`config.mk`:
```
export PLATFORM = sky130hd
export DESIGN_NAME = seq_step_ctrl
export DESIGN_NICKNAME = d
export VERILOG_FILES = /design/src/rtl/seq_step_ctrl.sv
export SDC_FILE = /design/constraint.sdc
export NUM_CORES = 1
export LEC_CHECK = 0
export CORE_MARGIN = 2
export CORE_UTILIZATION = 50
export CTS_BUF_LIST = sky130_fd_sc_hd__clkbuf_8 sky130_fd_sc_hd__clkbuf_16
export DETAILED_ROUTE_END_ITERATION = 6
export MAX_ROUTING_LAYER = met4
export PLACE_DENSITY = 0.83
export RECOVER_POWER = 50
export SYNTH_ARGS = -nofsm -noshare
export SYNTH_HDL_FRONTEND = slang
export SYNTH_SLANG_ARGS = --single-unit
```
`constraint.sdc`:
```
create_clock -name clk -period 2.5 [get_ports clk]
set_input_delay 0.5 -clock clk [delete_from_list [all_inputs] [get_ports clk]]
set_output_delay 0.5 -clock clk [all_outputs]
set_load 0.01 [all_outputs]
```
`src/rtl/seq_step_ctrl.sv`:
```
// seq_step_ctrl
// Programmable sequence controller. A small writable table of 4-bit state
// codes is stepped through on each tick while running; the current code is
// driven on count for downstream display/decode logic.
//
// Optional feature macro: SEQ_CTRL_LOOP_EN
//   defined   : loop target (loops), done pulse and DONE state present
//   undefined : loops ignored, runs continue until stop, done tied 0
//
// Ports
//   clk, rst          clock, synchronous active-high reset
//   cfg_we/addr/data  table write port (accepted only while idle)
//   len               number of valid entries, sampled on accepted start
//   loops             loop target (0 = forever), sampled on accepted start
//   start, stop, tick run control and advance strobe
//   count             current state code (registered)
//   busy              high while running
//   done              one-cycle pulse when the loop target is reached
//   err               one-cycle pulse on a rejected command
//   loop_cnt          completed passes in the current run (saturating)
module seq_step_ctrl #(
  parameter int DEPTH = 8,
  parameter int AW    = 3,
  parameter int LW    = 8
) (
  input  logic          clk,
  input  logic          rst,
  input  logic          cfg_we,
  input  logic [AW-1:0] cfg_addr,
  input  logic [3:0]    cfg_data,
  input  logic [AW:0]   len,
  input  logic [LW-1:0] loops,
  input  logic          start,
  input  logic          stop,
  input  logic          tick,
  output logic [3:0]    count,
  output logic          busy,
  output logic          done,
  output logic          err,
  output logic [LW-1:0] loop_cnt
);

`ifdef SEQ_CTRL_LOOP_EN
  typedef enum logic [1:0] {S_IDLE, S_RUN, S_DONE} state_t;
`else
  typedef enum logic [1:0] {S_IDLE, S_RUN} state_t;
`endif

  state_t        state, state_nxt;
  logic [3:0]    tbl [DEPTH];
  logic          tbl_we;
  logic [AW-1:0] idx, idx_nxt;
  logic [AW:0]   len_q, len_nxt;
  logic [3:0]    count_nxt;
  logic          err_nxt;
  logic [LW-1:0] loop_nxt;
  logic [LW-1:0] loop_inc;
  logic          len_ok;
  logic          wrap;
  logic [3:0]    first_code;

`ifdef SEQ_CTRL_LOOP_EN
  logic [LW-1:0] loops_q, loops_nxt;
`else
  logic          unused_loops;
  assign unused_loops = ^loops;
`endif

  function automatic logic [3:0] default_entry(input int i);
    case (i)
      1:       default_entry = 4'b1000;
      2:       default_entry = 4'b0101;
      3:       default_entry = 4'b1101;
      4:       default_entry = 4'b0111;
      default: default_entry = 4'b0000;
    endcase
  endfunction

  assign len_ok   = (len != '0) && (len <= (AW+1)'(DEPTH));
  assign wrap     = ({1'b0, idx} == (len_q - (AW+1)'(1)));
  assign loop_inc = (loop_cnt == '1) ? loop_cnt : loop_cnt + LW'(1);
  // A write to entry 0 in the same cycle as start is seen immediately.
  assign first_code = (cfg_we && (cfg_addr == '0)) ? cfg_data : tbl[0];

  always_comb begin
    state_nxt = state;
    idx_nxt   = idx;
    len_nxt   = len_q;
    count_nxt = count;
    err_nxt   = 1'b0;
    loop_nxt  = loop_cnt;
    tbl_we    = 1'b0;
`ifdef SEQ_CTRL_LOOP_EN
    loops_nxt = loops_q;
`endif
    case (state)
      S_IDLE: begin
        tbl_we = cfg_we;
        if (start) begin
          if (len_ok) begin
            len_nxt   = len;
`ifdef SEQ_CTRL_LOOP_EN
            loops_nxt = loops;
`endif
            idx_nxt   = '0;
            count_nxt = first_code;
            loop_nxt  = '0;
            state_nxt = S_RUN;
          end else begin
            err_nxt = 1'b1;
          end
        end
      end
      S_RUN: begin
        err_nxt = cfg_we;
        if (stop) begin
          state_nxt = S_IDLE;
          count_nxt = 4'b0000;
          idx_nxt   = '0;
        end else if (tick) begin
          if (wrap) begin
            idx_nxt   = '0;
            count_nxt = tbl[0];
            loop_nxt  = loop_inc;
`ifdef SEQ_CTRL_LOOP_EN
            if ((loops_q != '0) && (loop_inc == loops_q))
              state_nxt = S_DONE;
`endif
          end else begin
            idx_nxt   = idx + AW'(1);
            count_nxt = tbl[idx + AW'(1)];
          end
        end
      end
      default: state_nxt = S_IDLE;
    endcase
  end

  always_ff @(posedge clk) begin
    if (rst) begin
      state    <= S_IDLE;
      idx      <= '0;
      len_q    <= (AW+1)'(5);
      count    <= 4'b0000;
      err      <= 1'b0;
      loop_cnt <= '0;
`ifdef SEQ_CTRL_LOOP_EN
      loops_q  <= '0;
`endif
    end else begin
      state    <= state_nxt;
      idx      <= idx_nxt;
      len_q    <= len_nxt;
      count    <= count_nxt;
      err      <= err_nxt;
      loop_cnt <= loop_nxt;
`ifdef SEQ_CTRL_LOOP_EN
      loops_q  <= loops_nxt;
`endif
    end
  end

  always_ff @(posedge clk) begin
    if (rst) begin
      for (int i = 0; i < DEPTH; i++)
        tbl[i] <= default_entry(i);
    end else if (tbl_we) begin
      tbl[cfg_addr] <= cfg_data;
    end
  end

  assign busy = (state == S_RUN);
`ifdef SEQ_CTRL_LOOP_EN
  assign done = (state == S_DONE);
`else
  assign done = 1'b0;
`endif

endmodule

```
==> summary.txt <==
STA
  • Crit share post-route: 89.4%
  • Fmax: 0.447 GHz
  • Setup_tns: 0 ps
  • Unrepaired setup endpoints after global routing: false
  • Finish-stage setup viols: 0
  • Slew @ Worst Pin: 582 ps
  • Fin Clk Skew: 9.64 ps
  • Tmin final: 2240 ps
  • Slew Limit Fails: 0
  • Final hold violations: 0
  • Slew HR: 61.1%
  • Hold Slack: 508 ps
  • Setup WS post-layout: 264 ps

Synthesis
  • Post-synth top flop: edfxtp_1
  • Syn Area/Cell: 10.9 um2
  • Post-synth cell types: 50
  • Seq cells post-synth: 53
  • Post-synth EDFFs: 32
  • Seq/Total Area, Yosys: 50.1%
  • Post-Synthesis Cell Area: 2760 um2
  • Synth area leaders: edfxtp_1 35%, dfxtp_1 15%, mux4_2 6.5%
  • Synth top area share: 34.8%
  • YS warnings: 0
  • Syn nets: 280
  • Post-Synthesis Cells: 252
  • Largest area contributor in the netlist: edfxtp_1
  • Asr flop ratio synth: 0%

CTS
  • Num CTS Buffers: 5
  • Setup bufs post-CTS: 0
  • Later-pin clock latency in the skew report: 310 ps
  • Clock sinks: 53
  • CTS clock-pin slew for the worst setup and hold paths: 90 ps
  • CTS tree: done
  • Clk buf depth: 2
  • H-tree Lvls: 2
  • Post-CTS Resized: 0
  • Cts hold-fix bufs: 0
  • Clk root buf: clkbuf_8

Route
  • Routed WL per cell: 16.0 um
  • Vias/cell: 5.66
  • First-pass iteration count of the detailed router: 4
  • Vias: 2093
  • Number of DRC markers in iteration 0: 158
  • Antenna Violating Nets Remaining: 0
  • Total Wirelength: 5930 um
  • DRC: 0

Setup path
  • Worst R2R Start: len_q[0]$_SDFFE_PP1P_
  • Cell-by-cell trace of the critical path: clkdlybuf4s50_1 -> nor4_2 -> nor3_4 -> buf_4 -> or2_2 -> or4_1 -> nand2_1
  • Data arrival, critical path: 2500 ps
  • Critical path endpoint: loop_cnt[6]$_SDFFE_PP0P_
  • Critical Path End Type: register
  • R2R Setup Slk: 350 ps
  • CP Class: primary input to register
  • Crit path from: len[0]
  • Largest stage delay, worst path: 510 ps
  • WP data required: 2760 ps
  • Worst R2R Path Depth: 7
  • CP startpoint kind: primary input
  • Slowest-stage cell, CP: or4_1
  • Critical path peak fanout: 5
  • RR Endpoint: loop_cnt[7]$_SDFFE_PP0P_

Finish
  • Design Area, Final: 3310 um2
  • Net count reported at finish: 325
  • Post-route insts no fill: 370
  • Layout area overhead: 20.0%
  • Layout cell share with drive strength beyond 1: 13.4%
  • ANT cells: 0
  • Fillers: 432
  • Post-layout util: 61.3%

Power
  • Pint: 1.27 mW
  • Sequential power share: 56.9%
  • Static Leakage: 1.18 nW
  • Peak VDD IR: 0.000272 V
  • Cell Pwr Density: 520 nW/um2
  • Comb power frac: 14.0%
  • Switching pwr: 0.449 mW
  • Clock power share: 29.0%
  • Final Power: 1.72 mW
  • Switching Share: 26.1%

Floorplan
  • Core Footprint: 5410 um2
  • Starting density of the core: 51.0%
  • Die outline area: 6130 um2
  • FP Rows: 27
  • Die Wd: 78.3 um
  • DIE HEIGHT: 78.3 um
  • Top Ports: 40

Placement
  • Routability-driven placement congestion ratio: 0.845
  • Port bufs: 30
  • DPL Wire Length: 4400 um
  • Pre-CTS WS: -39.9 ps
  • Area after DPL: 3240 um2
  • Placed insts: 362

Global route
  • GRT overflow: 0
  • Met2 GRT Util: 35.1%
  • Met3 GRT Util: 3.45%
  • First-pass GRT wire length: 9630 um
  • Routing usage on met1: 26.8%
  • Initial antenna violation count: 0
  • Vias in the first global route: 2038
  • GRT busiest layer: met2
  • Largest net degree at the start of global routing: 19
  • GRT Resource Usage Total: 21.3%

Hold path
  • Worst Hold Path Cells: 2
  • Worst hold-check path type: register to register

Outcome
  • Status: finished, final reports clean

Run
  • Max Cap Viol: 0
## cell usage in the layout (no fill, tap or decap), types with 3 or more instances in the layout
cell             synthesis  final
dlygate4sd3_1            0     14
nor3_1                   8      8
o21ai_0                  7      7
o221a_1                  4      4
dfxtp_1                 21     21
a21oi_1                 16     16
clkbuf_8                 0      5
or3_1                    4      4
clkbuf_1                 6      6
o211ai_1                 3      3
nor2b_1                  5      5
or2_1                    3      3
clkdlybuf4s50_1          0     16
mux4_2                   8      8
nor2_1                  15     15
and2_1                  12      6
inv_1                    5      5
nor4_1                   3      3
nand2b_1                 6      6
edfxtp_1                32     32
ha_1                     3      3
mux2i_1                 11     11
buf_4                    2     13
o31ai_1                  6      6
nand3_1                  4      4
or2_2                    8      8
nand2_1                 21     21
nor3b_1                  3      3
and2_0                   0      6
## synth_stat cells (3+ instances only)
| cell | n |
|---|---|
| nor4_1 | 3 |
| nor2_1 | 15 |
| inv_1 | 5 |
| nand2b_1 | 6 |
| nand3_1 | 4 |
| nor3_1 | 8 |
| ha_1 | 3 |
| or2_1 | 3 |
| mux2i_1 | 11 |
| mux4_2 | 8 |
| clkbuf_1 | 6 |
| or3_1 | 4 |
| nor2b_1 | 5 |
| o221a_1 | 4 |
| o31ai_1 | 6 |
| a21oi_1 | 16 |
| o21ai_0 | 7 |
| or2_2 | 8 |
| nor3b_1 | 3 |
| nand2_1 | 21 |
| dfxtp_1 | 21 |
| and2_1 | 12 |
| edfxtp_1 | 32 |
| o211ai_1 | 3 |
## worst min path at each step
| stage | startpoint | to |
|---|---|---|
| after floorplan | idx[2]$_SDFFE_PP0P_ | idx[2]$_SDFFE_PP0P_ |
| after global placement | loop_cnt[7]$_SDFFE_PP0P_ | loop_cnt[7]$_SDFFE_PP0P_ |
| after detailed placement | loop_cnt[7]$_SDFFE_PP0P_ | loop_cnt[7]$_SDFFE_PP0P_ |
| after CTS | loop_cnt[7]$_SDFFE_PP0P_ | loop_cnt[7]$_SDFFE_PP0P_ |
| after global routing | loop_cnt[7]$_SDFFE_PP0P_ | loop_cnt[7]$_SDFFE_PP0P_ |
| final | loop_cnt[7]$_SDFFE_PP0P_ | loop_cnt[7]$_SDFFE_PP0P_ |
## layer usage
layer | part of all wire, % | wire length, um | vias up
met5 | 0 | 0 | -
met1 | 44 | 2630 | 1000
li1 | - | - | 1035
met3 | 4.7 | 277 | 7
met2 | 50 | 2960 | 51
met4 | 1.1 | 67 | 0
## worst max-delay path, delay by kind of cell
kind	cells	cell delay, ps
AND/OR/NAND/NOR	5	1380
buffers and inverters	2	610
## power groups by stage
stage | Combinational, mW | Sequential, mW | Clock, mW
floorplan | 0.140 | 0.996 | 0
global placement | 0.243 | 0.999 | 0
detailed placement | 0.246 | 1.00 | 0
CTS | 0.248 | 0.981 | 0.505
global route | 0.265 | 0.985 | 0.541
finish | 0.242 | 0.980 | 0.500
## cell families (layout without fill, tap and decap cells)
group | count (synthesis) | after routing | share of synthesized area (%)
buffers and inverters | 16 | 62 | 2.54
flip-flops | 53 | 53 | 50.1
multiplexers | 19 | 19 | 10.5
other | 1 | 1 | 0.136
adder cells (fa/ha/maj) | 3 | 3 | 1.36
AO/OA/AOI/OAI | 52 | 52 | 12.7
XOR/XNOR | 3 | 3 | 0.953
AND/OR/NAND/NOR | 105 | 105 | 21.7
## layout make-up
| type | instances | area, um2 | share of cell area [%] |
|---|---|---|---|
| repair buffers | 49 | 420 | 12.7 |
| well taps | 72 | 90.1 | 2.72 |
| flip-flops and latches | 53 | 1380 | 41.7 |
| clock buffers | 5 | 68.8 | 2.08 |
| inverters | 5 | 18.8 | 0.567 |
| clock inverters | 3 | 25.0 | 0.756 |
| multi-input cells | 183 | 1310 | 39.5 |
## registers in the layout (all words and copies together) (netlist names)
signal    flops
tbl          32
loop_cnt      8
count         4
len_q         4
idx           3
err           1
state         1
No activity file was read; power rests on OpenSTA's default activity.
